### src/rtl/pipe_hazard_ctrl.sv
// Stall/flush sequencer for the 5-stage pipeline: load-use bubbles, branch flushes,
// data-memory waits with timeout, and halt draining.
module pipe_hazard_ctrl #(
    parameter int MEM_TIMEOUT  = 15,
    parameter int DRAIN_CYCLES = 2,
    parameter int CNT_W        = 16
) (
    input  logic             clk,
    input  logic             rst,
    input  logic [3:0]       id_rs,
    input  logic [3:0]       id_rt,
    input  logic             id_uses_rs,
    input  logic             id_uses_rt,
    input  logic             ex_mem_to_reg,
    input  logic [3:0]       ex_wb_dst,
    input  logic             ex_branch_taken,
    input  logic             ex_halt,
    input  logic             mem_req,
    input  logic             mem_ready,
    output logic             pc_stall,
    output logic             if_id_stall,
    output logic             id_ex_stall,
    output logic             ex_mem_stall,
    output logic             if_id_clear,
    output logic             id_ex_clear,
    output logic             ex_mem_clear,
    output logic             mem_wb_clear,
    output logic             halted,
    output logic             mem_err,
    output logic [CNT_W-1:0] stall_cnt,
    output logic [1:0]       dbg_state
);

    localparam int WW = $clog2(MEM_TIMEOUT + 1);
    localparam int DW = $clog2(DRAIN_CYCLES + 1);
    localparam logic [WW-1:0] WAIT_LAST  = WW'(MEM_TIMEOUT - 1);
    localparam logic [DW-1:0] DRAIN_LAST = DW'(DRAIN_CYCLES - 1);

    typedef enum logic [1:0] {RUN, MEM_WAIT, DRAIN, HALTED} state_t;

    state_t          state, state_nxt;
    logic [WW-1:0]   wait_cnt, wait_nxt;
    logic [DW-1:0]   drain_cnt, drain_nxt;
    logic            halt_set, err_set;
    logic            lu, mw;

    assign lu = ex_mem_to_reg && (ex_wb_dst != 4'd0) &&
                ((id_uses_rs && (id_rs == ex_wb_dst)) || (id_uses_rt && (id_rt == ex_wb_dst)));
    assign mw = mem_req && !mem_ready;
    assign dbg_state = state;

    always_comb begin
        pc_stall     = 1'b0;
        if_id_stall  = 1'b0;
        id_ex_stall  = 1'b0;
        ex_mem_stall = 1'b0;
        if_id_clear  = 1'b0;
        id_ex_clear  = 1'b0;
        ex_mem_clear = 1'b0;
        mem_wb_clear = 1'b0;
        state_nxt    = state;
        wait_nxt     = wait_cnt;
        drain_nxt    = drain_cnt;
        halt_set     = 1'b0;
        err_set      = 1'b0;
        if (rst) begin
            if_id_clear  = 1'b1;
            id_ex_clear  = 1'b1;
            ex_mem_clear = 1'b1;
            mem_wb_clear = 1'b1;
        end else begin
            case (state)
                RUN, MEM_WAIT: begin
                    if (mw) begin
                        // Freeze everything up to EX/MEM; a branch or halt in EX waits with it.
                        pc_stall     = 1'b1;
                        if_id_stall  = 1'b1;
                        id_ex_stall  = 1'b1;
                        ex_mem_stall = 1'b1;
                        mem_wb_clear = 1'b1;
                        if (state == RUN) begin
                            wait_nxt  = WW'(1);
                            state_nxt = MEM_WAIT;
                        end else if (wait_cnt == WAIT_LAST) begin
                            // wait_cnt counts earlier not-ready cycles; this one is the last allowed.
                            err_set   = 1'b1;
                            halt_set  = 1'b1;
                            state_nxt = HALTED;
                        end else begin
                            wait_nxt = wait_cnt + WW'(1);
                        end
                    end else begin
                        wait_nxt  = '0;
                        state_nxt = RUN;
                        if (ex_branch_taken) begin
                            if_id_clear = 1'b1;
                            id_ex_clear = 1'b1;
                        end else if (ex_halt) begin
                            pc_stall    = 1'b1;
                            if_id_clear = 1'b1;
                            id_ex_clear = 1'b1;
                            drain_nxt   = '0;
                            state_nxt   = DRAIN;
                        end else if (lu) begin
                            pc_stall    = 1'b1;
                            if_id_stall = 1'b1;
                            id_ex_clear = 1'b1;
                        end
                    end
                end
                DRAIN: begin
                    pc_stall    = 1'b1;
                    if_id_clear = 1'b1;
                    id_ex_clear = 1'b1;
                    if (mw) begin
                        ex_mem_stall = 1'b1;
                        mem_wb_clear = 1'b1;
                        if (wait_cnt == WAIT_LAST) begin
                            err_set   = 1'b1;
                            halt_set  = 1'b1;
                            state_nxt = HALTED;
                        end else begin
                            wait_nxt = wait_cnt + WW'(1);
                        end
                    end else begin
                        wait_nxt = '0;
                        if (drain_cnt == DRAIN_LAST) begin
                            halt_set  = 1'b1;
                            state_nxt = HALTED;
                        end else begin
                            drain_nxt = drain_cnt + DW'(1);
                        end
                    end
                end
                HALTED: begin
                    pc_stall     = 1'b1;
                    if_id_stall  = 1'b1;
                    id_ex_stall  = 1'b1;
                    ex_mem_stall = 1'b1;
                    mem_wb_clear = 1'b1;
                end
                default: state_nxt = RUN;
            endcase
        end
    end

    always_ff @(posedge clk) begin
        if (rst) begin
            state     <= RUN;
            wait_cnt  <= '0;
            drain_cnt <= '0;
            halted    <= 1'b0;
            mem_err   <= 1'b0;
            stall_cnt <= '0;
        end else begin
            state     <= state_nxt;
            wait_cnt  <= wait_nxt;
            drain_cnt <= drain_nxt;
            if (halt_set) halted <= 1'b1;
            if (err_set) mem_err <= 1'b1;
            if (pc_stall && (stall_cnt != '1)) stall_cnt <= stall_cnt + CNT_W'(1);
        end
    end

endmodule

### config.mk
export PLATFORM = sky130hd
export DESIGN_NAME = pipe_hazard_ctrl
export DESIGN_NICKNAME = d
export VERILOG_FILES = /design/src/rtl/pipe_hazard_ctrl.sv
export SDC_FILE = /design/constraint.sdc
export NUM_CORES = 1
export LEC_CHECK = 0
export BUFFER_PORTS_ARGS = -buffer_cell sky130_fd_sc_hd__buf_4
export CAP_MARGIN = 20
export CELL_PAD_IN_SITES_DETAIL_PLACEMENT = 1
export CELL_PAD_IN_SITES_GLOBAL_PLACEMENT = 2
export CORE_ASPECT_RATIO = 0.75
export CORE_MARGIN = 2
export CORE_UTILIZATION = 28
export DETAILED_ROUTE_END_ITERATION = 6
export HOLD_SLACK_MARGIN = 0.02
export PLACE_DENSITY = 0.78
export SYNTH_ARGS = -nofsm -noshare
export SYNTH_HDL_FRONTEND = slang
export SYNTH_SLANG_ARGS = --single-unit
### constraint.sdc
create_clock -name clk -period 2.5 [get_ports clk]
set_clock_uncertainty 0.2 [all_clocks]
set_input_delay 0.5 -clock clk [delete_from_list [all_inputs] [get_ports clk]]
set_output_delay 0.5 -clock clk [all_outputs]
set_load 0.02 [all_outputs]
==> results.txt, run 1 <==
status -> complete, no violations
clock tree buffer depth -> 2
Overflow after GRT -> 0
number of distinct library cells after synthesis -> 40
maximum vdd drop -> 0.157 mV
CP max-delay cell -> o41a_1
nature of the critical path startpoint -> primary input
DR vias/cell -> 5.08
io pins -> 49
final hold vios -> 0
Inst Count DP -> 327
Setup WS pre-CTS -> -0.0643 ns
WHS -> 0.259 ns
CTS root buf -> clkbuf_8
initial antenna violation count -> 0
critical path type -> primary input to output port
CTS Sinks -> 26
DRT iter0 DRCs -> 59
Worst Path Max Fanout -> 4
maximum number of pins on one net before global-route repair -> 26
required time worst endpoint -> 1.80 ns
Rel. slew slack -> 66.8%
Die Ht -> 69.7 um
DRC viols -> 0
worst slew pin tran -> 0.494 ns
hpwl dp -> 3.77 mm
YS warnings -> 0
area leader, netlist -> dfxtp_1
Final WS setup -> 0.0521 ns
drt total wl -> 5.02 mm
WP data arrival -> 1.75 ns
Total Power -> 919 uW
final worst-path cycle share -> 97.9%
setup TNS -> 0 ns
placed cell area -> 2120 um2
Setup crit end kind -> output port
Nets -> 284
Finish-stage setup viols -> 0
number of H-tree levels -> 1
Seq cells post-synth -> 26
Core Footprint -> 5440 um2
number of port buffers -> 48
diodes inserted -> 0
non-filler instance count after layout -> 333
fmax -> 409 MHz
CTS buffer count -> 3
PwrDens -> 408 nW/um2
design area -> 2250 um2
share of layout cells above drive strength 1 -> 31.8%
post-synth top area share -> 32.3%
DR vias -> 1,690
max_cap viols -> 0
Clock Latency Late Sink -> 0.28 ns
Pins Over Slew Limit -> 0
most area-consuming cells after synthesis -> dfxtp_1 32%, a21oi_1 6.8%, nor2_1 4.9%
Die ar. -> 6390 um2
Area growth syn-to-layout -> 39.7%
RSZ-0062 raised after global routing -> yes
cells along the critical path -> buf_8, o41a_1, nand3_2, nor4_4, o31ai_1, a21oi_1, buf_4
Final Util -> 41.4%
Layout fillers -> 675
GRT Total Usage -> 16.2%
CTS Hold Bufs -> 0
sequential area share after synthesis -> 32.3%
Initial Util -> 29.7%
Clk pin slew, worst setup/hold paths -> 0.10 ns
Std-Cell Rows -> 23
Post-Syn Instances -> 203
Final min period -> 2.45 ns
Net Count, Synth -> 228
CTS tree -> done
RePlAce Congestion -> 0.776
Post-Syn Area per Cell -> 7.94 um2
die width -> 91.6 um
number of synthesized flops with an enable pin -> 0
antenna viol nets, final -> 0
crit-path max cell delay -> 0.46 ns
first-pass GRT wire length -> 8.56 mm
top_reg_cell synth -> dfxtp_1
1st-pass router iterations -> 4
Syn Std Cell Area -> 1610 um2
Routed wire per std cell -> 15.1 um
async set-reset flop share out of synthesis -> 0%
worst hold path type -> flop to flop
leakage power -> 0.910 nW
vias in the first global route -> 1,778
-- worst max-delay path, delay by kind of cell --
| kind | cells | cell delay [ns] |
|---|---|---|
| AOI/OAI and AO/OA | 3 | 0.80 |
| buffers and inverters | 2 | 0.26 |
| and+or+nand+nor | 2 | 0.18 |
-- kinds of logic (layout without fill, tap and decap cells) --
kind of cell / after synthesis / count (layout) / synth area share, %
xor gates and xnor gates: 10 / 10 / 5.43
buffers and inverters: 18 / 73 / 4.89
DFF: 26 / 26 / 32.3
and+or+nand+nor: 92 / 92 / 32.7
AOI/OAI and AO/OA: 49 / 49 / 18.9
muxes: 4 / 4 / 2.72
adders and majority gates: 4 / 4 / 3.10
-- worst paths after layout --
| check | to | cells after the start | startpoint | slack, ns |
|---|---|---|---|---|
| max | pc_stall | 7 | ex_wb_dst[0] | 0.05 |
| min | drain_cnt[1] | 2 | drain_cnt[1] | 0.26 |
| max reg2reg | stall_cnt[13] | 6 | stall_cnt[4] | 0.21 |
| min reg2reg | drain_cnt[1] | 2 | drain_cnt[1] | 0.26 |
-- where the power goes --
group / total [mW] / switching, mW / internal, mW
Clock: 0.290 / 0.148 / 0.141
Combinational: 0.200 / 0.111 / 0.0886
Sequential: 0.430 / 0.00900 / 0.421
Total: 0.919 / 0.268 / 0.651
-- cell usage in the layout (no fill, tap or decap), types with 2 or more instances in the layout --
cell      netlist  final
a21oi_1        22     21
a31oi_1         2      2
and3_1          4      4
buf_4           3     58
buf_6           0      2
buf_8           0      2
clkbuf_8        0      4
dfxtp_1        26     25
ha_1            4      4
inv_1           6      6
mux2_1          3      3
nand2_1        18     18
nand2b_1        2      2
nand3_1         7      5
nand3_2         0      2
nand3b_1        3      3
nor2_1         21     20
nor2b_1         6      6
nor3_1          6      6
nor4_4          2      2
o21ai_0         7      7
o22ai_1         2      2
o31ai_1        10     10
or3_1           6      6
or4_1           9      9
xnor2_2         0      2
xor2_1          7      7
-- cell usage after synthesis, types with 2 or more instances --
cell,instances
xor2_1,7
nand3_1,7
nor2b_1,6
and3_1,4
dfxtp_1,26
nor3_1,6
o21ai_0,7
or4_1,9
nand2_1,18
clkbuf_1,8
mux2_1,3
xnor2_1,3
a21oi_1,22
inv_1,6
a31oi_1,2
o22ai_1,2
buf_4,3
ha_1,4
nor2_1,21
nand2b_1,2
or3_1,6
nor4_4,2
nand3b_1,3
o31ai_1,10
-- metal layers --
layer	global-route usage (%)	part of all wire, %	wire length [um]
met3	3.59	4.0	202
met1	22.6	53	2650
met2	26.1	43	2140
met4	2.53	0.54	27
met5	0	0	0
-- state kept, by name (all words and copies together) (netlist names) --
name / flops
wait_cnt: 4
stall_cnt: 16
mem_err: 1
drain_cnt: 2
dbg_state: 2
halted: 1
-- repair_timing --
item                                    CTS  global route
pin swaps                                 7             3
buffers inserted                          2             0
gates resized for setup                  12             2
endpoints found under the setup margin    2             3
-- layout make-up --
| type | instances | area, um2 | area share, % |
|---|---|---|---|
| well taps | 75 | 93.8 | 4.16 |
| repair buffers | 63 | 508 | 22.5 |
| flip-flops and latches | 26 | 522 | 23.2 |
| inverters | 6 | 22.5 | 0.999 |
| clock buffers | 4 | 55.1 | 2.44 |
| multi-input cells | 159 | 1050 | 46.7 |
No activity file was read; power rests on OpenSTA's default activity.
==> run 2, diff against run 1 <==
--- a/config.mk
+++ b/config.mk
@@ -10,6 +10,6 @@
 export CELL_PAD_IN_SITES_DETAIL_PLACEMENT = 1
-export CELL_PAD_IN_SITES_GLOBAL_PLACEMENT = 2
+export CELL_PAD_IN_SITES_GLOBAL_PLACEMENT = 1
 export CORE_ASPECT_RATIO = 0.75
 export CORE_MARGIN = 2
-export CORE_UTILIZATION = 28
+export CORE_UTILIZATION = 36
 export DETAILED_ROUTE_END_ITERATION = 6
==> constraint.sdc (replaced) <==
create_clock -name clk -period 2.5 [get_ports clk]
set_clock_uncertainty 0.2 [all_clocks]
set_input_delay 0 -clock clk [delete_from_list [all_inputs] [get_ports clk]]
set_output_delay 0 -clock clk [all_outputs]
set_load 0.02 [all_outputs]
==> results.txt, run 2 (synthesis gave the netlist of run 1 again) <==
biggest regs -> stall_cnt: 16 flops, wait_cnt: 4 flops
Pins Over Slew Limit -> 0
WHS -> 0.0660 ns
clock tree buffer depth -> 2
Area growth syn-to-layout -> 33.4%
CTS root buf -> clkbuf_8
1st-pass router iterations -> 4
worst hold path type -> primary input to flop
number of port buffers -> 48
Initial Util -> 36.8%
CTS Sinks -> 26
CTS buffer count -> 3
Psw -> 247 uW
DRT iter0 DRCs -> 49
status -> complete, no violations
clock share of power -> 36.7%
CTS tree -> done
Nets -> 280
Core Footprint -> 4390 um2
vias in the first global route -> 1,521
Finish-stage setup viols -> 0
max_cap viols -> 0
DR vias/cell -> 5.31
DRC viols -> 0
WP data arrival -> 2.34 ns
Layout fillers -> 550
GRT Total Usage -> 17.6%
Total Power -> 959 uW
PwrDens -> 446 nW/um2
Std-Cell Rows -> 21
Worst Path Max Fanout -> 6
Final min period -> 2.32 ns
antenna viol nets, final -> 0
critical path type -> flop to flop
most frequent cells in the layout -> 56 x buf_4, 24 x dfxtp_1, 22 x a21oi_1
Setup crit end kind -> flop
RePlAce Congestion -> 0.719
diodes inserted -> 0
sequential power share -> 44.6%
maximum vdd drop -> 0.206 mV
maximum number of pins on one net before global-route repair -> 36
number of H-tree levels -> 1
Final Util -> 49.0%
nature of the critical path startpoint -> flop
die width -> 81.3 um
Die Ht -> 62.0 um
Switching Fraction -> 25.7%
fmax -> 431 MHz
first-pass GRT wire length -> 7.02 mm
setup TNS -> 0 ns
Post-CTS Setup Inserts -> 0
drt total wl -> 4.32 mm
Clock Latency Late Sink -> 0.27 ns
share of layout cells above drive strength 1 -> 27.2%
Biggest register -> stall_cnt
worst slew pin tran -> 0.378 ns
Routed wire per std cell -> 13.9 um
RSZ-0062 raised after global routing -> no
initial antenna violation count -> 0
DR vias -> 1,652
leakage power -> 0.868 nW
Die ar. -> 5040 um2
combinational power share -> 18.6%
final hold vios -> 0
required time worst endpoint -> 2.52 ns
P_int -> 713 uW
Clk pin slew, worst setup/hold paths -> 0.10 ns
number of flip-flops in the largest register -> 16
commonest non-fill, non-tap cell in the layout -> buf_4
Overflow after GRT -> 0
Rel. slew slack -> 74.6%
hpwl dp -> 3.26 mm
io pins -> 49
final worst-path cycle share -> 92.8%
run 2: stage by stage:
stage / std cells / setup slack (ns) / cell area, um2
floorplan: 203 / 0.225 / 1610
global placement: 304 / 0.255 / 2050
detailed placement: 304 / 0.209 / 2050
CTS: 311 / 0.149 / 2150
global route: 311 / 0.0200 / 2150
finish: 311 / 0.181 / 2150
run 2: critical path, stage by stage (launching register included):
cell      delay, ns
dfxtp_1        0.42
nand4_2        0.19
or4_1          0.58
a221oi_2       0.22
o31ai_1        0.16
or4_1          0.42
nand2_1        0.07
run 2: per-layer routing:
metal | GRT usage [%] | vias up | share of wire [%]
met5 | 0 | - | 0
met4 | 2.91 | 0 | 0
met3 | 3.32 | 0 | 4.3
met2 | 28.8 | 35 | 45
met1 | 24.8 | 774 | 51
li1 | - | 843 | -
run 2: power by group through the flow:
stage	Clock [mW]	Combinational (mW)	Sequential, mW
3_3_place_gp	0	0.174	0.437
6_report	0.352	0.179	0.428
2_1_floorplan	0	0.0987	0.442
5_1_grt	0.379	0.197	0.430
3_5_place_dp	0	0.176	0.438
4_1_cts	0.368	0.181	0.428
run 2: worst paths after layout:
check               startpoint       endpoint  slack [ns]  cells after the start
setup / recovery  stall_cnt[5]  stall_cnt[13]        0.18                      6
hold / removal       mem_ready   dbg_state[0]        0.07                      5
setup reg to reg  stall_cnt[5]  stall_cnt[13]        0.18                      6
hold reg to reg   drain_cnt[1]   drain_cnt[1]        0.27                      2
run 2: cell type report:
| type | count | area, um2 | area share (%) |
|---|---|---|---|
| repair buffers | 59 | 450 | 20.9 |
| multi-input cells | 159 | 1010 | 47.1 |
| inverters | 6 | 22.5 | 1.05 |
| well taps | 57 | 71.3 | 3.31 |
| flip-flops and latches | 26 | 523 | 24.3 |
| clock inverters | 1 | 30.0 | 1.40 |
| clock buffers | 3 | 41.3 | 1.92 |
run 2: what timing repair did:
action | CTS | global route
setup endpoints to repair | 0 | 1
resized for setup | 0 | 2
hold endpoints to repair | 24 | 0
hold buffers | 3 | 0
